## config.mk

```make
export PLATFORM = sky130hd
export DESIGN_NAME = mem_arbiter
export DESIGN_NICKNAME = d
export VERILOG_FILES = /design/src/rtl/core_bus_pkg.sv /design/src/rtl/mem_arb_pick.sv /design/src/rtl/mem_arbiter.sv
export SDC_FILE = /design/constraint.sdc
export NUM_CORES = 1
export LEC_CHECK = 0
export CAP_MARGIN = 20
export CELL_PAD_IN_SITES_DETAIL_PLACEMENT = 0
export CELL_PAD_IN_SITES_GLOBAL_PLACEMENT = 1
export CORE_ASPECT_RATIO = 0.75
export CORE_MARGIN = 2
export CORE_UTILIZATION = 10
export DETAILED_ROUTE_END_ITERATION = 8
export GPL_TIMING_DRIVEN = 0
export PLACE_DENSITY = 0.89
export SLEW_MARGIN = 20
export SYNTH_ARGS = -nofsm -noshare
export SYNTH_HDL_FRONTEND = slang
export SYNTH_HIERARCHICAL = 1
export SYNTH_SLANG_ARGS = --single-unit
export TNS_END_PERCENT = 1
```

## constraint.sdc

```tcl
create_clock -name CLK -period 1.9 [get_ports CLK]
set_input_delay 0.38 -clock CLK [delete_from_list [all_inputs] [get_ports CLK]]
set_output_delay 0.38 -clock CLK [all_outputs]
set_load 0.1 [all_outputs]
```

## src/rtl/core_bus_pkg.sv

```systemverilog
// Shared types and defaults for the core memory bus arbiter.
package core_bus_pkg;

  typedef enum logic {
    IDLE,
    WAIT_RSP
  } arb_state_e;

  typedef enum logic {
    INST,
    LSU
  } owner_e;

  localparam int unsigned STARVE_LIMIT_DEF = 4;

  localparam int unsigned GNT_INST = 0;
  localparam int unsigned GNT_LSU  = 1;

  // Width of a counter that must hold 0..limit, never narrower than one bit.
  function automatic int unsigned cnt_width(input int unsigned limit);
    int unsigned w;
    w = $clog2(limit + 1);
    return (w == 0) ? 1 : w;
  endfunction

endpackage

```

## src/rtl/mem_arb_pick.sv

```systemverilog
// Two-port grant picker: fixed LSU priority with instruction-port promotion,
// or round-robin when ARB_ROUND_ROBIN_EN is defined.
module mem_arb_pick
  import core_bus_pkg::*;
#(
  parameter int unsigned CNT_W        = 3,
  parameter int unsigned STARVE_LIMIT = STARVE_LIMIT_DEF
) (
  input  logic             inst_req_i,
  input  logic             lsu_req_i,
  input  logic [CNT_W-1:0] starve_cnt_i,
  input  owner_e           rr_last_i,
  output logic [1:0]       gnt_o
);

  logic inst_wins;

`ifdef ARB_ROUND_ROBIN_EN
  logic unused_starve;
  assign unused_starve = ^starve_cnt_i;
  assign inst_wins     = (rr_last_i == LSU);
`else
  logic unused_rr;
  assign unused_rr = (rr_last_i == LSU);
  assign inst_wins = (starve_cnt_i == CNT_W'(STARVE_LIMIT));
`endif

  always_comb begin
    gnt_o = '0;
    if (inst_req_i && lsu_req_i) begin
      if (inst_wins) gnt_o[GNT_INST] = 1'b1;
      else           gnt_o[GNT_LSU]  = 1'b1;
    end else if (inst_req_i) begin
      gnt_o[GNT_INST] = 1'b1;
    end else if (lsu_req_i) begin
      gnt_o[GNT_LSU] = 1'b1;
    end
  end

endmodule

```

## src/rtl/mem_arbiter.sv

```systemverilog
// Arbitrates fetch and LSU requests onto one shared memory with one read in flight.
// Define ARB_ROUND_ROBIN_EN for round-robin; default is LSU priority with promotion.
module mem_arbiter
  import core_bus_pkg::*;
#(
  parameter int unsigned ADDR_W       = 32,
  parameter int unsigned STARVE_LIMIT = STARVE_LIMIT_DEF
) (
  input  logic              CLK,
  input  logic              RSTN,
  input  logic              inst_mem_en,
  input  logic [3:0]        inst_mem_wen,
  input  logic [ADDR_W-1:0] inst_mem_addr,
  input  logic [31:0]       inst_mem_wdata,
  output logic              inst_mem_gnt,
  output logic [31:0]       inst_mem_rdata,
  output logic              inst_mem_rvld,
  input  logic              lsu_mem_en,
  input  logic [3:0]        lsu_mem_wen,
  input  logic [ADDR_W-1:0] lsu_mem_addr,
  input  logic [31:0]       lsu_mem_wdata,
  output logic              lsu_mem_gnt,
  output logic [31:0]       lsu_mem_rdata,
  output logic              lsu_mem_rvld,
  output logic              mem_en,
  output logic [3:0]        mem_wen,
  output logic [ADDR_W-1:0] mem_addr,
  output logic [31:0]       mem_wdata,
  input  logic [31:0]       mem_rdata,
  input  logic              mem_rvld,
  output logic              arb_busy
);

  localparam int unsigned CNT_W = cnt_width(STARVE_LIMIT);
  localparam logic [CNT_W-1:0] LIMIT_C = CNT_W'(STARVE_LIMIT);

  arb_state_e       state_q, state_d;
  owner_e           owner_q, owner_d;
  owner_e           rr_last_q, rr_last_d;
  logic [CNT_W-1:0] starve_q, starve_d;

  logic       can_grant;
  logic       rsp_fire;
  logic [1:0] gnt;

  // RSTN gates grants so every output is quiet while reset is held.
  assign can_grant = RSTN && ((state_q == IDLE) || mem_rvld);
  assign rsp_fire  = (state_q == WAIT_RSP) && mem_rvld;
  assign arb_busy  = (state_q == WAIT_RSP);

  mem_arb_pick #(
    .CNT_W        (CNT_W),
    .STARVE_LIMIT (STARVE_LIMIT)
  ) u_pick (
    .inst_req_i   (inst_mem_en && can_grant),
    .lsu_req_i    (lsu_mem_en && can_grant),
    .starve_cnt_i (starve_q),
    .rr_last_i    (rr_last_q),
    .gnt_o        (gnt)
  );

  always_comb begin
    inst_mem_gnt   = gnt[GNT_INST];
    lsu_mem_gnt    = gnt[GNT_LSU];
    mem_en         = 1'b0;
    mem_wen        = '0;
    mem_addr       = '0;
    mem_wdata      = '0;
    inst_mem_rvld  = 1'b0;
    inst_mem_rdata = '0;
    lsu_mem_rvld   = 1'b0;
    lsu_mem_rdata  = '0;
    if (gnt[GNT_LSU]) begin
      mem_en    = 1'b1;
      mem_wen   = lsu_mem_wen;
      mem_addr  = lsu_mem_addr;
      mem_wdata = lsu_mem_wdata;
    end else if (gnt[GNT_INST]) begin
      mem_en    = 1'b1;
      mem_wen   = inst_mem_wen;
      mem_addr  = inst_mem_addr;
      mem_wdata = inst_mem_wdata;
    end
    if (rsp_fire) begin
      if (owner_q == INST) begin
        inst_mem_rvld  = 1'b1;
        inst_mem_rdata = mem_rdata;
      end else begin
        lsu_mem_rvld  = 1'b1;
        lsu_mem_rdata = mem_rdata;
      end
    end
  end

  always_comb begin
    state_d   = state_q;
    owner_d   = owner_q;
    rr_last_d = rr_last_q;
    starve_d  = starve_q;
    if (rsp_fire) state_d = IDLE;
    // A back-to-back grant in the response cycle overrides the return to IDLE.
    if (gnt != 2'b00) begin
      rr_last_d = gnt[GNT_LSU] ? LSU : INST;
      if (mem_wen == 4'b0000) begin
        state_d = WAIT_RSP;
        owner_d = gnt[GNT_LSU] ? LSU : INST;
      end else begin
        state_d = IDLE;
      end
    end
    if (!inst_mem_en || gnt[GNT_INST]) starve_d = '0;
    else if (starve_q != LIMIT_C)      starve_d = starve_q + 1'b1;
  end

  always_ff @(posedge CLK or negedge RSTN) begin
    if (!RSTN) begin
      state_q   <= IDLE;
      owner_q   <= INST;
      rr_last_q <= LSU;
      starve_q  <= '0;
    end else begin
      state_q   <= state_d;
      owner_q   <= owner_d;
      rr_last_q <= rr_last_d;
      starve_q  <= starve_d;
    end
  end

endmodule

```

======== Word level (Yosys, flattened, before mapping) ========
Cells that the tools add are included.
storage, ports and cells
  register bits ........................... 5
  output and inout bits ................... 138
  input port bits ......................... 173
  logic and storage cells ................. 48
operators by class
  reduce and logical (&&, ||, !) cells .... 13
  add/subtract/negate cells ............... 1
  eq/ne operators ......................... 2
  multiplexer cells ....................... 28
  bitwise logic cells ..................... 1
operator list
  kind                                           count
  2-to-1 mux 32 bit                              8
  2-to-1 mux 1 bit                               15
  2-to-1 mux 4 bit                               2
  2-to-1 mux 3 bit                               2
  nonzero test 2 bit                             3
  logical AND 1 bit                              5
  zero test 4 bit                                1
  adder 3 x 1 -> 3 bit (second input constant)   1
  == test 3 bit (second input constant)          1
  inequality test 3 bit (second input constant)  1
  logical OR 1 bit                               2
  2-to-1 mux 2 bit                               1
  AND reduction 2 bit                            1
  zero test 1 bit                                1
  NOT 1 bit                                      1

======== Logic depth before layout (Yosys ltp) ========
Gate-level depths: netlist (run 1).
  word-level depth ........................ 12
  depth in mapped cells ................... 9
  mapped depth without buffers ............ 7

======== Hierarchy ========
Netlist (run 1), hierarchy kept.
modules (own cells, without submodules)
  module        times used  sequential area each (sq um)  cells an instance  area an instance (sq um)
  mem_arbiter   1           151.4                         193                1460.2
  mem_arb_pick  1           0.0                           4                  25.0

======== Worst setup path after synthesis (run 1) ========
Ideal clock, no wire load.
  path type ............................... reg2out
  start ................................... register state_q, in the netlist arb_busy
  end ..................................... output port mem_addr[30]
  path buffers ............................ 0
  slack ................................... -3636 ps
  required time ........................... 1520 ps
  cell stages (with the launch flop) ...... 6
  arrival time ............................ 5156 ps
  path through ............................ dfrtp_1 -> nand2b_1 -> and3_1 -> a21oi_1 -> nand2_1 -> o21ai_0
between the ends
  cells in the longest elaborated chain, start to end .. 8
  elaborated cells on any way between the ends .. 12
  those cells by class .................... mux: 6; bitwise: 1; reduce/logical: 5
ends and longest elaborated chain
  element                                                line                                    source
  start, declared                                        mem_arbiter.sv:37                       arb_state_e state_q, state_d;
  start signal, assigned                                 mem_arbiter.sv:122                      state_q <= state_d;
  NOT 1 bit (*)                                          mem_arbiter.sv:47                       assign can_grant = RSTN && ((state_q == IDLE) || mem_rvld);
  logical OR 1 bit (*)                                   mem_arbiter.sv:47
  logical AND 1 bit (*)                                  mem_arbiter.sv:47
  logical AND 1 bit (on tied branches)                   mem_arbiter.sv:55, mem_arbiter.sv:56
  2-to-1 mux 1 bit or logical AND 1 bit (tied branches)  mem_arb_pick.sv:33, mem_arb_pick.sv:30
  2-to-1 mux 2 bit (*)                                   mem_arb_pick.sv:30                      if (inst_req_i && lsu_req_i) begin
  named net inst_mem_gnt                                 mem_arbiter.sv:15                       output logic inst_mem_gnt,
  2-to-1 mux 32 bit (*)                                  mem_arbiter.sv:78                       end else if (gnt[GNT_INST]) begin
  2-to-1 mux 32 bit (*)                                  mem_arbiter.sv:73                       if (gnt[GNT_LSU]) begin
  end, declared                                          mem_arbiter.sv:27                       output logic [ADDR_W-1:0] mem_addr,
The timed path passes the listed nets; every way through them passes the cells marked *.

======== Final worst setup path (run 1) ========
  start ................................... register starve_q[0]
  end ..................................... output port mem_addr[15]
between the ends
  cells in the longest elaborated chain, start to end .. 5
  elaborated cells on any way between the ends .. 6
  those cells by class .................... eq/ne: 1; mux: 5
ends and longest elaborated chain
  element                 line                source
  start, declared         mem_arbiter.sv:40   logic [CNT_W-1:0] starve_q, starve_d;
  start signal, assigned  mem_arbiter.sv:125  starve_q <= starve_d;
  == test 3 bit (*)       mem_arb_pick.sv:25  assign inst_wins = (starve_cnt_i == CNT_W'(STARVE_LIMIT));
  2-to-1 mux 1 bit        mem_arb_pick.sv:31  if (inst_wins) gnt_o[GNT_INST] = 1'b1;
  2-to-1 mux 2 bit (*)    mem_arb_pick.sv:30
  2-to-1 mux 32 bit       mem_arbiter.sv:78
  2-to-1 mux 32 bit (*)   mem_arbiter.sv:73
Every way passes the cells marked *; elsewhere a longest branch is shown, timed or not.

==> results.md, run 1 <==
Run status:
- The run finished, with violations left.
- The checks that failed: setup timing.

Global route:
- The via count of the first global-routing pass was 3107.
- The number of antenna violations at the first check in global routing is 1.
- The total global routing overflow is 0.
- Entering global routing, the biggest net connects 11 pins.
- The global-route wire length before repair is 16800 um.
- Global routing used 14.0% of the available tracks across all layers.

Clocking:
- Clock-pin slew was measured on the worst setup and hold paths at 0.03 ns.
- The buffer cell driving the clock tree root is sky130_fd_sc_hd__clkbuf_16.
- The insertion delay to the later sink of the worst-skew pair is about 0.23 ns.
- The TritonCTS clock tree is built.
- TritonCTS created 3 clock buffers.
- CTS built an H-tree with a depth of 1.
- The total number of clock tree sinks is 5.
- The clock passes through at most 2 buffers.
- Hold repair after CTS inserted 0 buffers.

Timing:
- After routing, the total negative slack on setup checks comes to -40.11 ns.
- The share of the cycle needed by the critical path after routing is 134%.
- At the pin with the least slew margin, the transition time is between 0.9 and 1 ns.
- On the final layout, the worst hold slack is between 0.07 and 0.08 ns.
- Setup repair after global routing could not meet its margin everywhere.
- The worst path in the final design needs a cycle of between 2 and 3 ns, including I/O delays and setup.
- The final setup violation count is between 100 and 150.
- The final worst clock skew is 0.00265 ns.
- The total count of hold-check failures in the final report came to 0.
- The final max-slew violation count is 0.
- The relative slew slack is between 30 and 40%.
- After layout, the worst setup slack is -0.642 ns.
- The highest clock rate is 393 MHz.

Cells and area:
- The fraction of final layout cells sized beyond drive strength 1 is between 50% and 60%.
- The library cell used most frequently in the layout, excluding fill and tap cells, is sky130_fd_sc_hd__clkdlybuf4s50_1.
- Counting the fill cells in the layout gives ~1300.
- Relative to the synthesized area, the layout overhead comes to 367%.
- The count of inserted antenna diode cells is 0.
- The total number of nets in the final design is 701.
- In the layout the commonest cells are sky130_fd_sc_hd__clkdlybuf4s50_1, sky130_fd_sc_hd__buf_12, sky130_fd_sc_hd__a22o_4, sky130_fd_sc_hd__buf_8, sky130_fd_sc_hd__buf_6.

Drt:
- In this run, the number of DRC markers left after iteration 0 of detailed routing was 70.
- After detailed routing, the number of vias per cell comes to 3.98.
- The total length of routed met3 wires is 932 um.
- The pre-antenna-repair detailed-routing pass consisted of 4 iterations.
- The uppermost metal layer occupied by signal nets is met4.
- The sum of routed wire length over all layers is about 12000 um.
- The antenna violation net count after detailed routing is 0.
- The routed wire length on met2 is 6620 um.
- The count of unresolved DRC violations after routing is 0.
- The total via count in the routed design is 2889.
- The wire length the detailed router placed on met1 is 4310 um.
- In the final routed layout, each cell accounts on average for 16.5 um.

Power and ir drop:
- The total leakage power is 2.99 nW.
- The total power consumption of the routed design is about 2.6 mW.
- The power density over cell area is 388 nW/um^2.
- VDD sags by at most 0.271 mV.

Worst setup path:
- The critical path startpoint category is a flop.
- In this run the worst path has a maximum fanout of 7.
- The depth of the most critical reg-to-reg path is 8.
- The critical path in this run is classified as reg -> out.
- At the worst endpoint, the arrival time is 2.16 ns.
- The reg-to-reg critical path startpoint is starve_q[0]$_DFFE_PN0P_.
- The end of the worst register-to-register path is owner_q$_DFFE_PN0P_.
- STA classifies the critical path endpoint as a primary output.
- Setup slack on the worst reg-to-reg path comes out at -0.02 ns.
- The worst path required time is 1.52 ns.

Floorplan:
- Measured along the y axis, the die boundary spans 108 um.
- The die is about 140 um wide.
- The area of the die is 15500 um^2.
- The initial core utilization is between 10% and 20%.
- In this run the standard cell core region covers 14300 um^2.
- The number of rows in the core area is 38.
- The top-level I/O count is around 310.

Placed design:
- The HPWL after detailed placement is around 9700 um.
- The congestion estimate from routability-driven global placement came to 0.813.
- The total of buffers placed on input and output ports is 310.
- Timing analysis after detailed placement gives a worst setup slack of -2.15 ns.

Yosys:
- The post-synthesis cell area is 1450 um^2.
- For this run, the number of Yosys warnings is 6.
- The mean instance size in the synthesized netlist is 7.44 um^2.
- Synthesis produced around 200 cells.
- The post-synthesis net count is 370.

Worst hold path:
- In this run the worst hold path is classified as in -> async.

Run:
- Max-cap violations in this run came to 0.
## layer usage
layer	up-vias	GRT usage (%)
li1	1379	-
met1	1335	15.5
met2	162	28.1
met3	13	2.97
met4	0	1.98
met5	-	0
## per-stage QoR
| stage | area (um^2) | util (%) | instances |
|---|---|---|---|
| CTS | 6600 | 46.1 | 721 |
| global route | 6780 | 47.4 | 725 |
| detailed placement | 5460 | 38.1 | 705 |
| floorplan | 2110 | - | 195 |
| global placement | 5460 | 38.1 | 705 |
| finish | 6780 | 47.4 | 725 |
## repair_timing
item | 4_1_cts | 5_1_grt
gates cloned | 1 | 0
resized for setup | 1102 | 114
setup endpoints to repair | 140 | 133
pin swaps | 5 | 21
buffers inserted | 11 | 4
endpoints found under the hold margin | 0 | 0
## area by class of cell
| type | instances | area [um^2] | share of cell area (%) |
|---|---|---|---|
| Timing Repair Buffer | 326 | 4130 | 60.9 |
| Inverter | 4 | 15.0 | 0.221 |
| Clock buffer | 4 | 78.8 | 1.16 |
| Buffer | 22 | 265 | 3.91 |
| Multi-Input combinational cell | 164 | 1920 | 28.3 |
| Tap cell | 200 | 250 | 3.69 |
| Sequential cell | 5 | 129 | 1.90 |
## worst max-delay path by stage
stage	to	cells after the start	start
2_1_floorplan	mem_addr[10]	9	arb_busy$_DFFE_PN0P_
3_3_place_gp	mem_addr[15]	7	RSTN
3_5_place_dp	mem_addr[22]	7	RSTN
4_1_cts	mem_addr[15]	9	starve_q[0]$_DFFE_PN0P_
5_1_grt	mem_addr[15]	9	starve_q[0]$_DFFE_PN0P_
6_report	mem_addr[15]	9	starve_q[0]$_DFFE_PN0P_
## registers in the layout, indices dropped and copies added, names as in the netlist
name / cells
owner_q: 1
arb_busy: 1
starve_q: 3
## where the power goes
part	switching (mW)	internal, mW
logic	1.22	0.937
clock network	0.0717	0.278
registers	0.0109	0.119
total	1.30	1.33
## worst max-delay path: stages, from the launching register on
cell	delay [ns]
sky130_fd_sc_hd__dfrtp_1	0.37
sky130_fd_sc_hd__or3b_4	0.43
sky130_fd_sc_hd__a21oi_4	0.18
sky130_fd_sc_hd__nor2b_4	0.17
sky130_fd_sc_hd__buf_6	0.13
sky130_fd_sc_hd__buf_12	0.14
sky130_fd_sc_hd__buf_12	0.11
sky130_fd_sc_hd__buf_12	0.10
sky130_fd_sc_hd__a22o_4	0.13
sky130_fd_sc_hd__buf_12	0.17
Note: power is estimated with default switching activity, not from simulation.
==> inputs of run 2 (changes only) <==
--- a/config.mk
+++ b/config.mk
@@ -13,6 +13,7 @@
 export CORE_UTILIZATION = 10
 export DETAILED_ROUTE_END_ITERATION = 8
 export GPL_TIMING_DRIVEN = 0
+export MAX_ROUTING_LAYER = met4
 export PLACE_DENSITY = 0.89
 export SLEW_MARGIN = 20
 export SYNTH_ARGS = -nofsm -noshare
==> results.md, run 2 (synthesized netlist as in run 1, its figures left out) <==
Clocking:
- The number of CTS-inserted buffers was 3 (unchanged).
- The insertion delay to the later sink of the worst-skew pair is 0.23 ns (about the same).
- The TritonCTS clock tree is built (unchanged).
- The maximum root-to-sink buffer count is 2 (unchanged).
- The H-tree depth reported by CTS came to 1 (unchanged).
- The total number of clock tree sinks was 5 (unchanged).
- The number of hold-repair buffers added at the cts stage is 0 (unchanged).
- The clock transition at the registers of the reported paths was 0.03 ns (about the same).
- The buffer cell driving the clock tree root was sky130_fd_sc_hd__clkbuf_16 (unchanged).

Power and ir drop:
- The net switching power of the design came to 1.30 mW (about the same).
- The total leakage power is 2.99 nW (unchanged).
- The power density over cell area is 388 nW/um^2 (about the same).
- The switching power as a share of total power is 49.4% (was 49.3%).
- The maximum VDD drop was 0.271 mV (about the same).
- The part of the total power dissipated in combinational logic is 81.8% (about the same).
- The share of power burned in the clock network was 13.3% (about the same).
- The relative contribution of sequential cells to total power is 4.9% (about the same).
- The internal cell power is 1.33 mW (about the same).

Worst setup path:
- The number of buffer and inverter stages on the critical path is 5 (unchanged).
- The flop-to-flop setup slack came to -0.02 ns (about the same).
- The slowest stage cell on the critical path is sky130_fd_sc_hd__or3b_4 (unchanged).
- The depth of the most critical reg-to-reg path is 8 (unchanged).
- The end of the worst register-to-register path was owner_q$_DFFE_PN0P_ (unchanged).
- Worst-path cell chain: or3b_4 -> a21oi_4 -> nor2b_4 -> buf_6 -> buf_12 -> buf_12 -> buf_12 -> a22o_4 -> buf_12 (unchanged).
- The reg-to-reg critical path startpoint is starve_q[0]$_DFFE_PN0P_ (unchanged).
- The cell family with the largest share of critical-path delay is buffers and inverters (unchanged).
- The signal arrival time at the worst endpoint is 2.17 ns (was 2.16 ns).
- The worst path required time came to 1.52 ns (about the same).
- The worst-path maximum fanout came to 7 (unchanged).
- The element type at the critical path end is a primary output (unchanged).
- The longest individual stage delay on the worst path is 0.43 ns (about the same).
- The cell repeated most along the worst path was sky130_fd_sc_hd__buf_12 (unchanged).
- The critical path startpoint category is a flop (unchanged).
- The critical path class is reg -> out (unchanged).

Timing:
- The final max-slew violation count is 0 (unchanged).
- The final worst clock skew is 0.00265 ns (unchanged).
- RSZ-0062 raised after global routing: true (unchanged).
- The total count of hold-check failures in the final report was 0 (unchanged).
- The relative slew slack came to 34.3% (unchanged).
- The final setup violation count is 128 (unchanged).
- The worst hold-check slack is 0.0748 ns (about the same).
- The highest clock rate is 393 MHz (about the same).
- The clock period minus worst slack is 2.55 ns (was 2.54 ns).
- The share of the cycle needed by the critical path after routing is 134% (about the same).
- The final worst slack is -0.645 ns (was -0.642 ns).
- The worst-margin pin slew is 0.984 ns (unchanged).

Run status:
- Status: finished with violations (unchanged).
- Failing checks: setup timing (unchanged).

Cells and area:
- The post-layout utilization of the core is 47.4% (unchanged).
- The layout filler cell count is 1251 (unchanged).
- Highest-count cells in the layout ignoring fill and taps: sky130_fd_sc_hd__clkdlybuf4s50_1, sky130_fd_sc_hd__buf_12, sky130_fd_sc_hd__a22o_4, sky130_fd_sc_hd__buf_8, sky130_fd_sc_hd__buf_6 (unchanged).
- The flip-flop count of the largest register after layout was 3 (unchanged).
- The synthesis-to-finish area growth came to 367% (unchanged).
- The total number of nets in the final design is 701 (unchanged).
- The fraction of final layout cells sized beyond drive strength 1 is 55.4% (unchanged).
- The area used by multi-input combinational logic is 1920 um^2 (unchanged).
- The count of inserted antenna diode cells is 0 (unchanged).
- The most common cell after layout, fill and taps aside is sky130_fd_sc_hd__clkdlybuf4s50_1 (unchanged).
- The area taken by flip-flops and latches is 129 um^2 (unchanged).
- The largest register by flop count is starve_q (unchanged).

Drt:
- The antenna violation net count after detailed routing is 0 (unchanged).
- The detailed router's first-iteration violation count is 56 (was 70).
- The sum of routed wire length over all layers is 12000 um (about the same).
- The mean number of vias per cell came to 3.99 (was 3.98).
- The count of unresolved DRC violations after routing was 0 (unchanged).
- The total via count in the routed design is 2892 (was 2889).
- The average wire per cell in the routed design is 16.5 um (about the same).
- The number of iterations in the first detailed-routing pass is 4 (unchanged).

Floorplan:
- The top-level I/O count is 311 (unchanged).
- The initial core utilization was 10.1% (unchanged).
- The area of the die was 15500 um^2 (unchanged).
- The die width is 143 um (unchanged).
- The vertical extent of the die was 108 um (unchanged).
- The placeable core region was 14300 um^2 (unchanged).
- The number of rows in the core area is 38 (unchanged).

Worst hold path:
- The path type of the worst min-delay path is in -> async (unchanged).

Placed design:
- The routability congestion estimate was 0.825 (was 0.813).
- The worst slack at placement is -2.15 ns (unchanged).
- The total of buffers placed on input and output ports came to 310 (unchanged).
- The HPWL after detailed placement is 9720 um (unchanged).

Global route:
- The maximum number of pins on one net before global-route repair is 11 (unchanged).
- The overall routing resource usage was 14.5% (was 14.0%).
- The global-route wire length before repair is 16800 um (about the same).
- The total global routing overflow came to 0 (unchanged).
- The via count of the first global-routing pass is 3116 (was 3107).
- The number of antenna violations at the first check in global routing came to 1 (unchanged).

Run:
- The max-capacitance violation count is 0 (unchanged).
## run 2: cell counts in the layout (fill, tap and decap cells not counted)
Identical to the previous run, type by type.
## run 2: power by group through the flow
| stage | Combinational [mW] | Clock [mW] | Sequential, mW |
|---|---|---|---|
| 3_5_place_dp | 1.85 | 0 | 0.132 |
| 2_1_floorplan | 1.19 | 0 | 0.133 |
| 5_1_grt | 2.21 | 0.367 | 0.132 |
| 3_3_place_gp | 1.84 | 0 | 0.132 |
| 6_report | 2.15 | 0.350 | 0.130 |
| 4_1_cts | 2.14 | 0.356 | 0.131 |
## run 2: timing repair
item | in CTS | in global routing
pin swaps | 5 | 21
setup buffers | 11 | 4
resized for setup | 1102 | 114
cloned | 1 | 0
endpoints found under the hold margin | 0 | 0
endpoints found under the setup margin | 140 | 133
## run 2: routing by layer
layer	GRT usage, %	vias to the layer above	part of all wire (%)
met5	-	-	0
met3	1.99	13	6.4
li1	-	1380	-
met1	16.0	1337	37
met2	28.1	162	55
met4	1.98	0	1.0
## run 2: cell type report
| type | instances | share of cell area (%) |
|---|---|---|
| Timing Repair Buffer | 326 | 60.9 |
| Multi-Input combinational cell | 164 | 28.3 |
| Buffer | 22 | 3.91 |
| Tap cell | 200 | 3.69 |
| Sequential cell | 5 | 1.90 |
| Clock buffer | 4 | 1.16 |
| Inverter | 4 | 0.221 |
## run 2: stage by stage
step                power [mW]  instances  TNS [ns]  instance area, um^2
floorplan                 1.32        195    -93.90                 2110
global placement          1.97        705   -217.62                 5460
detailed placement        1.99        705   -222.40                 5460
CTS                       2.63        721    -43.86                 6600
global route              2.71        725    -47.49                 6780
finish                    2.63        725    -40.13                 6780
## run 2: how the worst max path moves through the flow
| stage | from | end | cells after the start |
|---|---|---|---|
| global route | starve_q[0]$_DFFE_PN0P_ | mem_addr[15] | 9 |
| floorplan | arb_busy$_DFFE_PN0P_ | mem_addr[10] | 9 |
| detailed placement | RSTN | mem_addr[22] | 7 |
| global placement | RSTN | mem_addr[15] | 7 |
| finish | starve_q[0]$_DFFE_PN0P_ | mem_addr[15] | 9 |
| CTS | starve_q[0]$_DFFE_PN0P_ | mem_addr[15] | 9 |
==> inputs of run 3 (changes only) <==
--- a/config.mk
+++ b/config.mk
@@ -5,11 +5,11 @@
 export SDC_FILE = /design/constraint.sdc
 export NUM_CORES = 1
 export LEC_CHECK = 0
+export ABC_CLOCK_PERIOD_IN_PS = 1900
 export CAP_MARGIN = 20
 export CELL_PAD_IN_SITES_DETAIL_PLACEMENT = 0
 export CELL_PAD_IN_SITES_GLOBAL_PLACEMENT = 1
 export CORE_ASPECT_RATIO = 0.75
-export CORE_MARGIN = 2
 export CORE_UTILIZATION = 10
 export DETAILED_ROUTE_END_ITERATION = 8
 export GPL_TIMING_DRIVEN = 0
==> results.md, run 3 (synthesized netlist as in run 1, its figures left out) <==
Power and ir drop:
- The net switching power of the design is 1.30 mW (about the same).
- The internal cell power is 1.35 mW (was 1.33 mW).
- The total power consumption of the routed design is 2.65 mW (was 2.63 mW).
- The share of power burned in the clock network is 13.1% (was 13.3%).
- The maximum VDD drop is 0.278 mV (was 0.271 mV).
- The power density over cell area is 388 nW/um^2 (about the same).
- The total leakage power was 2.97 nW (was 2.99 nW).
- The part of the total power dissipated in combinational logic came to 82.0% (was 81.8%).
- The switching power as a share of total power was 48.9% (was 49.4%).
- The relative contribution of sequential cells to total power is 4.9% (about the same).

Run status:
- Status: finished with violations (unchanged).
- Failing checks: setup timing (unchanged).

Timing:
- The final worst clock skew is 0.00181 ns (was 0.00265 ns).
- The worst-margin pin slew is 0.968 ns (was 0.984 ns).
- The share of the cycle needed by the critical path after routing is 130% (was 134%).
- The final setup violation count is 75 (was 128).
- The worst hold-check slack was 0.0806 ns (was 0.0748 ns).
- The final worst slack came to -0.570 ns (was -0.645 ns).
- The final max-slew violation count is 0 (unchanged).
- The clock period minus worst slack is 2.47 ns (was 2.55 ns).
- The highest clock rate came to 405 MHz (was 393 MHz).
- The total count of hold-check failures in the final report came to 0 (unchanged).
- The relative slew slack came to 35.7% (was 34.3%).
- RSZ-0062 raised after global routing: true (unchanged).

Worst setup path:
- The worst path required time is 1.52 ns (about the same).
- The longest individual stage delay on the worst path is 0.47 ns (was 0.43 ns).
- The depth of the most critical reg-to-reg path is 8 (unchanged).
- The worst-path maximum fanout is 6 (was 7).
- The element type at the critical path end is a primary output (unchanged).
- The signal arrival time at the worst endpoint is 2.09 ns (was 2.17 ns).
- Worst-path cell chain: clkdlybuf4s50_1 -> and3_4 -> o21a_4 -> nor2b_4 -> buf_6 -> buf_12 -> clkbuf_16 -> a22o_4 -> buf_12 (was or3b_4 -> a21oi_4 -> nor2b_4 -> buf_6 -> buf_12 -> buf_12 -> buf_12 -> a22o_4 -> buf_12).
- The end of the worst register-to-register path was owner_q$_DFFE_PN0P_ (unchanged).
- The number of buffer and inverter stages on the critical path is 5 (unchanged).
- The slowest stage cell on the critical path is sky130_fd_sc_hd__clkdlybuf4s50_1 (was sky130_fd_sc_hd__or3b_4).
- The reg-to-reg critical path startpoint is starve_q[1]$_DFFE_PN0P_ (was starve_q[0]$_DFFE_PN0P_).
- The critical path startpoint category is an input port (was flop).
- The cell family with the largest share of critical-path delay is buffers and inverters (unchanged).
- The critical path class was in -> out (was reg -> out).
- The cell repeated most along the worst path is sky130_fd_sc_hd__buf_12 (unchanged).
- The flop-to-flop setup slack is -0.16 ns (was -0.02 ns).

Cells and area:
- The count of inserted antenna diode cells is 0 (unchanged).
- The fraction of final layout cells sized beyond drive strength 1 is 54.2% (was 55.4%).
- Highest-count cells in the layout ignoring fill and taps: sky130_fd_sc_hd__clkdlybuf4s50_1, sky130_fd_sc_hd__buf_12, sky130_fd_sc_hd__a22o_4, sky130_fd_sc_hd__and2_1, sky130_fd_sc_hd__buf_8 (was sky130_fd_sc_hd__clkdlybuf4s50_1, sky130_fd_sc_hd__buf_12, sky130_fd_sc_hd__a22o_4, sky130_fd_sc_hd__buf_8, sky130_fd_sc_hd__buf_6).
- The flip-flop count of the largest register after layout is 3 (unchanged).
- The synthesis-to-finish area growth is 370% (was 367%).
- The layout filler cell count is 1220 (was 1251).
- The summed area of non-filler cells in the final layout is 6820 um^2 (was 6780 um^2).
- The largest register by flop count is starve_q (unchanged).
- The most common cell after layout, fill and taps aside is sky130_fd_sc_hd__clkdlybuf4s50_1 (unchanged).
- The total number of nets in the final design is 696 (was 701).
- The final standard cell count with taps included and fillers excluded was 715 (was 725).

Clocking:
- The TritonCTS clock tree is built (unchanged).
- The insertion delay to the later sink of the worst-skew pair is 0.23 ns (about the same).
- The buffer cell driving the clock tree root is sky130_fd_sc_hd__clkbuf_16 (unchanged).
- The maximum root-to-sink buffer count is 2 (unchanged).
- The clock transition at the registers of the reported paths came to 0.03 ns (about the same).
- The number of CTS-inserted buffers came to 3 (unchanged).
- The H-tree depth reported by CTS is 1 (unchanged).
- The total number of clock tree sinks is 5 (unchanged).

Floorplan:
- The area of the die is 15000 um^2 (was 15500 um^2).
- The initial core utilization was 10.4% (was 10.1%).
- The vertical extent of the die is 106 um (was 108 um).
- The number of rows in the core area is 37 (was 38).
- The top-level I/O count is 311 (unchanged).
- The placeable core region was 13900 um^2 (was 14300 um^2).
- The die width is 141 um (was 143 um).

Placed design:
- The placed instance count came to 700 (was 705).
- The routability congestion estimate came to 0.797 (was 0.825).
- The worst slack at placement is -2.17 ns (was -2.15 ns).
- The HPWL after detailed placement came to 9480 um (was 9720 um).
- The total placed instance area came to 5450 um^2 (was 5460 um^2).
- The total of buffers placed on input and output ports came to 310 (unchanged).

Drt:
- The sum of routed wire length over all layers came to 12000 um (about the same).
- The average wire per cell in the routed design is 16.7 um (was 16.5 um).
- The count of unresolved DRC violations after routing came to 0 (unchanged).
- The detailed router's first-iteration violation count was 75 (was 56).
- The antenna violation net count after detailed routing is 0 (unchanged).
- The total via count in the routed design is 2876 (was 2892).
- The number of iterations in the first detailed-routing pass is 4 (unchanged).
- The mean number of vias per cell is 4.02 (was 3.99).

Global route:
- The maximum number of pins on one net before global-route repair is 11 (unchanged).
- The total global routing overflow is 0 (unchanged).
- The number of antenna violations at the first check in global routing is 0 (was 1).
- The global-route wire length before repair is 17300 um (was 16800 um).
- The overall routing resource usage is 15.2% (was 14.5%).
- The via count of the first global-routing pass came to 3154 (was 3116).

Worst hold path:
- The path type of the worst min-delay path is in -> async (unchanged).

Run:
- The max-capacitance violation count is 0 (unchanged).
-- run 3: cell count changes in the layout (fill, tap and decap cells not counted), sizes merged --
cell and change:
bufbuf +1, clkdlybuf4s50 +1, buf -6, clkdlybuf4s15 +1, dlygate4sd2 -1, dlymetal6s2s -1
-- run 3: power by group through the flow --
stage | combinational [mW] | sequential, mW | clock [mW]
after floorplan | 1.19 | 0.133 | 0
after global placement | 1.83 | 0.131 | 0
after detailed placement | 1.84 | 0.133 | 0
after CTS | 2.14 | 0.131 | 0.354
after global routing | 2.23 | 0.133 | 0.359
final | 2.17 | 0.131 | 0.346
-- run 3: repair_timing --
action | 4_1_cts | 5_1_grt
pin swaps | 3 | 5
setup endpoints to repair | 140 | 132
setup buffers | 7 | 1
resized for setup | 1108 | 111
hold buffers | 0 | 0
gates cloned | 2 | 1
-- run 3: area by class of cell --
| cell class | instances | area (um^2) | area share (%) |
|---|---|---|---|
| repair buffers | 321 | 4180 | 61.2 |
| multi-input cells | 164 | 1900 | 27.9 |
| plain buffers | 22 | 274 | 4.02 |
| well taps | 195 | 244 | 3.58 |
| flip-flops and latches | 5 | 129 | 1.89 |
| clock buffers | 4 | 78.8 | 1.16 |
| inverters | 4 | 17.5 | 0.257 |
-- run 3: through the flow --
stage / util (%) / TNS [ns]
finish: 49.0 / -37.33
CTS: 45.9 / -38.16
floorplan: - / -93.90
detailed placement: 39.1 / -222.71
global placement: 39.1 / -218.16
global route: 49.0 / -42.40
-- run 3: worst max-delay path by stage --
stage                                  startpoint      endpoint  slack [ns]  cells past startpoint
after floorplan              arb_busy$_DFFE_PN0P_  mem_addr[10]       -0.97                      9
after global placement                       RSTN  mem_addr[22]       -2.13                      7
after detailed placement                     RSTN  mem_addr[22]       -2.17                      7
after CTS                 starve_q[0]$_DFFE_PN0P_  mem_addr[12]       -0.58                      8
after global routing         arb_busy$_DFFE_PN0P_  mem_addr[18]       -0.63                     10
final                                  lsu_mem_en  mem_addr[10]       -0.57                      9
-- run 3: per-layer routing --
| layer | global-route usage [%] | vias up | wire length [um] |
|---|---|---|---|
| met1 | 17.2 | 1369 | 4480 |
| met4 | 3.88 | 0 | 233 |
| li1 | - | 1367 | - |
| met3 | 1.17 | 16 | 483 |
| met5 | - | - | 0 |
| met2 | 28.6 | 124 | 6760 |
